`src/rtl/flit_output_arbiter.sv`:
```
// Purpose: 4-queue round-robin flit arbiter with packet lock and credit-based downstream flow control.
// Latency: 1 cycle from q_deq strobe to registered out_valid/out_data.
// Backpressure: no dequeue while credits are exhausted or while the locked owner queue is empty.
// Optional FLIT_ARB_STATS_EN adds flits_sent / pkts_sent counters.
module flit_output_arbiter #(
    parameter int CREDITS = 8
) (
    input  logic         CLK,
    input  logic         RST_N,
    input  logic [3:0]   q_not_empty,
    input  logic [131:0] q_data_0,
    input  logic [131:0] q_data_1,
    input  logic [131:0] q_data_2,
    input  logic [131:0] q_data_3,
    output logic [3:0]   q_deq,
    output logic         out_valid,
    output logic [131:0] out_data,
    input  logic         credit_in,
    output logic         credit_err,
    output logic         locked
`ifdef FLIT_ARB_STATS_EN
    ,
    output logic [15:0]  flits_sent,
    output logic [15:0]  pkts_sent
`endif
);

    localparam logic [3:0] CRED_MAX = 4'(CREDITS);

    typedef enum logic {IDLE = 1'b0, LOCKED = 1'b1} state_t;

    state_t       state;
    state_t       state_nxt;
    logic [1:0]   rr;
    logic [1:0]   owner;
    logic [1:0]   grant;
    logic [3:0]   cred;
    logic         any_elig;
    logic         send;
    logic         tail;
    logic [131:0] sel_dat;

    // Lowest offset from rr wins, so iterate from the far end and let nearer hits overwrite.
    always_comb begin
        grant    = rr;
        any_elig = 1'b0;
        if (state == LOCKED) begin
            grant    = owner;
            any_elig = q_not_empty[owner];
        end else begin
            for (int i = 3; i >= 0; i--) begin
                if (q_not_empty[rr + 2'(i)]) begin
                    grant    = rr + 2'(i);
                    any_elig = 1'b1;
                end
            end
        end
    end

    always_comb begin
        case (grant)
            2'd0:    sel_dat = q_data_0;
            2'd1:    sel_dat = q_data_1;
            2'd2:    sel_dat = q_data_2;
            default: sel_dat = q_data_3;
        endcase
    end

    assign tail = sel_dat[128];
    assign send = RST_N && (cred != 4'd0) && any_elig;

    always_ff @(posedge CLK) begin
        if (!RST_N) state <= IDLE;
        else        state <= state_nxt;
    end

    always_comb begin
        state_nxt = state;
        case (state)
            IDLE:    if (send && !tail) state_nxt = LOCKED;
            LOCKED:  if (send && tail)  state_nxt = IDLE;
            default: state_nxt = IDLE;
        endcase
    end

    always_comb begin
        q_deq  = send ? (4'b0001 << grant) : 4'b0000;
        locked = (state == LOCKED);
    end

    always_ff @(posedge CLK) begin
        if (!RST_N) begin
            rr         <= 2'd0;
            owner      <= 2'd0;
            cred       <= CRED_MAX;
            out_valid  <= 1'b0;
            out_data   <= '0;
            credit_err <= 1'b0;
        end else begin
            out_valid <= send;
            if (send)                                out_data <= sel_dat;
            if (send && tail)                        rr       <= grant + 2'd1;
            if (state == IDLE && send && !tail)      owner    <= grant;
            // A returned credit with the counter already full means downstream miscounted.
            if (send && !credit_in) begin
                cred <= cred - 4'd1;
            end else if (!send && credit_in) begin
                if (cred == CRED_MAX) credit_err <= 1'b1;
                else                  cred       <= cred + 4'd1;
            end
        end
    end

`ifdef FLIT_ARB_STATS_EN
    always_ff @(posedge CLK) begin
        if (!RST_N) begin
            flits_sent <= 16'd0;
            pkts_sent  <= 16'd0;
        end else begin
            if (send)         flits_sent <= flits_sent + 16'd1;
            if (send && tail) pkts_sent  <= pkts_sent + 16'd1;
        end
    end
`endif

endmodule

```
`config.mk`:
```
export PLATFORM = sky130hd
export DESIGN_NAME = flit_output_arbiter
export DESIGN_NICKNAME = d
export VERILOG_FILES = /design/src/rtl/flit_output_arbiter.sv
export SDC_FILE = /design/constraint.sdc
export NUM_CORES = 1
export LEC_CHECK = 0
export CORE_AREA = 10 10 252 254
export CTS_CLUSTER_DIAMETER = 40
export DETAILED_ROUTE_END_ITERATION = 6
export DIE_AREA = 0 0 262 264
export GPL_ROUTABILITY_DRIVEN = 1
export MAX_ROUTING_LAYER = met4
export PLACE_DENSITY_LB_ADDON = 0.15
export REMOVE_ABC_BUFFERS = 1
export SYNTH_ARGS = -nofsm -noshare
export SYNTH_HDL_FRONTEND = slang
export SYNTH_SLANG_ARGS = --single-unit
```
`constraint.sdc`:
```
create_clock -name CLK -period 4.83 [get_ports CLK]
set_input_delay 0.483 -clock CLK [delete_from_list [all_inputs] [get_ports CLK]]
set_output_delay 0.483 -clock CLK [all_outputs]
set_load 0.01 [all_outputs]
```
Word-level counts from Yosys, hierarchy flattened:

Cells that the tools add are included.

* bits in read-only memories: 0
* memories: 0
* RAM bits: 0
* bits in registers: 143
* output and inout bits: 139
* input port bits: 535
* latch bits: 0

* bitwise operators: 2
* multiplexer cells: 28
* shifts and indexed selects: 1
* equal/unequal tests: 4
* add/sub/neg operators: 6
* reduce and logical (&&, ||, !) cells: 16
* divide/modulo/power cells: 0
* $mul: 0
* magnitude comparators: 5

Operator list (number)
* 132-bit one-hot mux with 3 select lines: 1
* 4-bit 2-to-1 mux: 4
* 2-bit by 3-bit less-than comparator with 1-bit output, second input constant: 5
* 1-bit 2-to-1 mux: 12
* 1-bit binary-select mux with 2-bit select: 5
* 2-bit 2-to-1 mux: 5
* 1-bit logical AND: 8
* 2-bit by 1-bit adder with 2-bit output, second input constant: 2
* 2-bit adder, second input constant: 2
* 4-bit by 1-bit adder with 4-bit output, second input constant: 1
* 4-bit == test, second input constant: 1
* 4-bit nonzero test: 1
* 1-bit by 2-bit << shifter with 4-bit output, first input constant: 1
* 4-bit by 1-bit subtractor with 4-bit output, second input constant: 1
* 1-bit logical NOT: 3
* 3-bit AND reduction: 1
* 2-bit by 1-bit == test with 1-bit output, second input constant: 1
* 2-bit == test, second input constant: 1
* 2-bit logical NOT: 1
* 2-bit inequality test, second input constant: 1
* 1-bit inverter: 2
* 1-bit one-hot mux with 2 select lines: 1
* 2-bit AND reduction: 1
* 2-bit nonzero test: 1

Logic depth before layout (Yosys ltp):

* depth in word-level cells: 14
* depth in mapped cells: 14

Worst setup path before layout:

No wires, ideal clock.

* kind: input-to-output
* start: in q_not_empty[2]
* end: out q_deq[0]
* arrival: 2.293 ns
* data required time: 4.347 ns
* stages on the path: 9
* path slack: 2.054 ns
* path buffers: 3
* cells stage by stage: nor2b_1 o31a_1 a311oi_1 or2_2 ha_1 buf_2 clkbuf_1 clkbuf_1 and2_1

* cells in the longest elaborated chain, start to end: 9
* elaborated cells between the ends (all ways): 23

Ends and longest elaborated chain
* start: declaration: RTL line 10 `input logic [3:0] q_not_empty,`
* 1-bit binary-select mux with 2-bit select: RTL line 52 `if (q_not_empty[rr + 2'(i)]) begin`
* 1-bit 2-to-1 mux (not written as such): RTL line 52
* 2-bit 2-to-1 mux / 1-bit 2-to-1 mux (equally long branches) (4 in a row): RTL line 52
* 2-bit 2-to-1 mux / 1-bit 2-to-1 mux (equally long branches): RTL line 47 `if (state == LOCKED) begin`
* 1-bit by 2-bit << shifter with 4-bit output / 1-bit logical AND (equally long branches): RTL line 87, 70
* 4-bit 2-to-1 mux *: RTL line 87 `q_deq = send ? (4'b0001 << grant) : 4'b0000;`
* end: declaration: RTL line 15 `output logic [3:0] q_deq,`

Mark *: on every way between the ends. The rest lies on a longest branch, timed or not. The select of a mux whose other input is x is not followed.

Worst setup path after layout:

* start: in q_not_empty[2]
* end: out q_deq[2]

* cells in the longest elaborated chain, start to end: 9
* elaborated cells between the ends (all ways): 23

Ends and longest elaborated chain
* 1-bit binary-select mux with 2-bit select: RTL line 52
* 1-bit 2-to-1 mux (not written as such): RTL line 52
* 2-bit 2-to-1 mux (3 in a row): RTL line 52
* 2-bit 2-to-1 mux *: RTL line 52
* 2-bit 2-to-1 mux *: RTL line 47
* via grant[1]: RTL line 36 `logic [1:0] grant;`
* 1-bit by 2-bit << shifter with 4-bit output *: RTL line 87
* 4-bit 2-to-1 mux *: RTL line 87

Mark *: on every way through the listed nets, which the timed path passes. The rest lies on a longest branch. The select of a mux whose other input is x is not followed.

==> impl_metrics.json <==
{
  "status": "finished, violations left",
  "violations": "design-rule violations",
  "grt_pass1_wl_um": 74800,
  "insertion_delay_ns": 0.48,
  "seq_area_frac_synth": 0.353,
  "grt_overflow_total": 0,
  "portBuffers": 673,
  "path_max_fanout": 65,
  "clk_pin_slew_worst_paths_ns": 0.06,
  "core_area_um2": 58500,
  "synth_adder_area_share": 0.0139,
  "drt_first_pass_iters": 7,
  "synth-xor-area-share": 0.00540,
  "finalHoldViolations": 0,
  "synth_compound_gate_area_share": 0.343,
  "synth_area_um2": 8100,
  "combPwrFrac": 0.591,
  "p_leak_nw": 5.45,
  "antenna_found_initial": 3,
  "setup_violations": 0,
  "worstSetupPathType": "in2out",
  "dieArea_um2": 69200,
  "hold_class": "reg2reg",
  "crit_buf_inv": 3,
  "cp-end-kind": "output port",
  "syn_avg_cell_area_um2": 7.12,
  "syn_inst": 1138,
  "async_flop_share": 0,
  "max_stage_delay_ns": 0.70,
  "tightest_slew_ns": 0.904,
  "numCtsBuffers": 17,
  "grt_pass1_vias": 11400,
  "synthMuxAreaShare": 0.00772,
  "p_clk_frac": 0.185,
  "drc": 1,
  "crit_chain": "clkdlybuf4s50_1, nor2b_1, o31a_1, a311oi_1, or2_2, inv_1, ha_4, and2_1, clkdlybuf4s50_1",
  "n_fill_cell": 6392,
  "synthSimpleGateAreaFrac": 0.209,
  "cp_slowest_cell": "ha_4",
  "fin_cells": 2514,
  "ys_warn_count": 0,
  "p_int_mw": 4.55,
  "synth_top_family_by_area": "compound AO/OA/AOI/OAI gates",
  "arrival_ns": 3.56,
  "fmax_ghz": 0.248,
  "h-tree-depth": 4,
  "cts_setup_buffers": 0,
  "drv_cap": 0,
  "die_y_um": 264,
  "slew_violations": 0,
  "pwr-share-seq": 0.224,
  "ys_types": 39,
  "peakVddDrop_v": 0.000316,
  "grt.total_usage": 0.148,
  "cts_root_buffer": "clkbuf_16",
  "vias": 10900,
  "drive_gt1_frac": 0.0334,
  "layout_min_cycle_time_ns": 4.04,
  "synth_edf_count": 0,
  "num-nets-final": 2269,
  "cts_hold_buffers": 0,
  "ios": 674,
  "cts_tree": "yes",
  "rows": 89,
  "vias_per_cell": 4.34,
  "ys_ff_latch": 143,
  "drt-total-wl_um": 52600,
  "slew_headroom": 0.397,
  "p_switching_mw": 3.37,
  "cp_data_required_time_ns": 4.35,
  "start_kind": "input pin",
  "postCtsResizedCells": 0,
  "synthFlopType": "dfxtp_1",
  "dp.cells": 2479,
  "die_x_um": 262,
  "clock_path_buffers": 2,
  "start_util": 0.139,
  "drt_iter0_drc": 1079,
  "p_sw_frac": 0.426,
  "routabilityCongestion": 0.872,
  "final.setup_skew_ns": 0.0137,
  "worst_path_most_repeated_cell": "clkdlybuf4s50_1",
  "grt_max_degree": 135,
  "dpl.hpwl_um": 40900,
  "crit_family": "buffers and inverters",
  "routedWlPerCell_um": 20.9,
  "p_per_area_nw_per_um2": 490,
  "syn_to_final_growth_pct": 99.6,
  "drtAntennaViolNets": 0,
  "numClockSinks": 143,
  "holdWs_ns": 0.447,
  "rsz0062_at_grt": "false",
  "finalCritPeriodShare": 0.836
}
-- through the flow --
step | utilization | cell area [um^2] | power [mW] | worst slack [ns] | TNS [ns]
3_3_place_gp | 0.266 | 15500 | 6.58 | 0.828 | 0
6_report | 0.277 | 16200 | 7.92 | 0.791 | 0
3_5_place_dp | 0.266 | 15500 | 6.59 | 0.815 | 0
4_1_cts | 0.276 | 16200 | 8.14 | 0.805 | 0
5_1_grt | 0.277 | 16200 | 8.57 | 0.671 | 0
2_1_floorplan | - | 7590 | 4.23 | -1.94 | -155.86
-- worst register-to-register path, delay by kind of cell (launching register included) --
family | cells | cell delay, ns
flops | 1 | 0.35
fa+ha+maj | 1 | 0.70
buf+inv | 2 | 0.59
simple gates | 3 | 0.59
compound gates | 5 | 0.89
-- per-layer routing --
layer	share of wire	vias to the layer above	track usage
met5	0	-	-
met4	0.018	0	0.0464
met3	0.082	42	0.0463
met2	0.53	444	0.266
met1	0.37	5087	0.150
li1	-	5336	-
-- area by class of cell --
class	instances	area, um^2	area share
clock buffer	20	457	0.0282
antenna	3	7.51	0.000464
multi-input combinational	868	4740	0.293
timing repair buffer	687	6920	0.428
inverter	8	35.0	0.00217
tap	773	967	0.0598
sequential	143	2860	0.177
clock inverter	12	181	0.0112
-- flip-flops by register name, indices dropped and copies added, names as in the netlist, named ones only --
signal	count
cred	4
credit_err	1
out_data	132
out_valid	1
owner	2
rr	2
-- cell families after synthesis --
family / after synthesis
adder cells (fa/ha/maj): 9
AND/OR/NAND/NOR: 434
multiplexers: 6
XOR/XNOR: 5
buffers and inverters: 127
flip-flops: 143
AO/OA/AOI/OAI: 414
-- power by group through the flow --
stage | Clock [mW] | Combinational [mW] | Sequential, mW
2_1_floorplan | 0 | 2.29 | 1.94
3_3_place_gp | 0 | 4.79 | 1.78
3_5_place_dp | 0 | 4.79 | 1.80
4_1_cts | 1.55 | 4.81 | 1.78
5_1_grt | 1.58 | 5.16 | 1.82
6_report | 1.47 | 4.68 | 1.77
-- worst paths after layout --
check,start,to,slack (ns),depth (start not counted)
worst max-delay path,q_not_empty[2],q_deq[2],0.79,9
worst max register to register,rr[0],out_data[62],1.64,11
worst min register to register,out_data[36],out_data[36],0.45,2
worst min-delay path,out_data[36],out_data[36],0.45,2
-- Yosys cell counts (all sizes together) (2+ instances only) --
master / count / area (um^2)
nand2: 403 / 1510
clkbuf: 82 / 308
inv: 8 / 32.5
ha: 9 / 113
nor3: 3 / 15.0
buf: 37 / 206
and2: 4 / 25.0
nor2: 10 / 45.0
xor2: 3 / 26.3
a31oi: 2 / 12.5
mux2: 2 / 22.5
a222oi: 132 / 1320
nor2b: 3 / 18.8
nand2b: 3 / 18.8
o21ai: 134 / 671
nor4: 2 / 12.5
a311oi: 2 / 17.5
dfxtp: 143 / 2860
a21oi: 138 / 691
mux2i: 4 / 40.0
xnor2: 2 / 17.5
-- layout by cell type, fill, tap and decap left out, types with 2 or more instances in the layout --
cell type	count
ha_1	5
clkbuf_8	2
nor4_1	2
buf_4	8
diode_2	3
ha_4	4
mux2i_1	4
clkbuf_16	17
a21oi_1	138
xor2_1	3
nor2_1	9
nand2_1	403
a222oi_1	132
xnor2_1	2
inv_4	2
clkdlybuf4s50_1	673
nor3_1	3
buf_12	6
o21ai_0	134
clkinvlp_4	4
a311oi_1	2
mux2_2	2
nand2b_1	3
nor2b_1	3
and2_1	4
dfxtp_1	143
a31oi_1	2
inv_1	6
inv_6	2
bufinv_16	4
No activity file was read; power rests on OpenSTA's default activity.
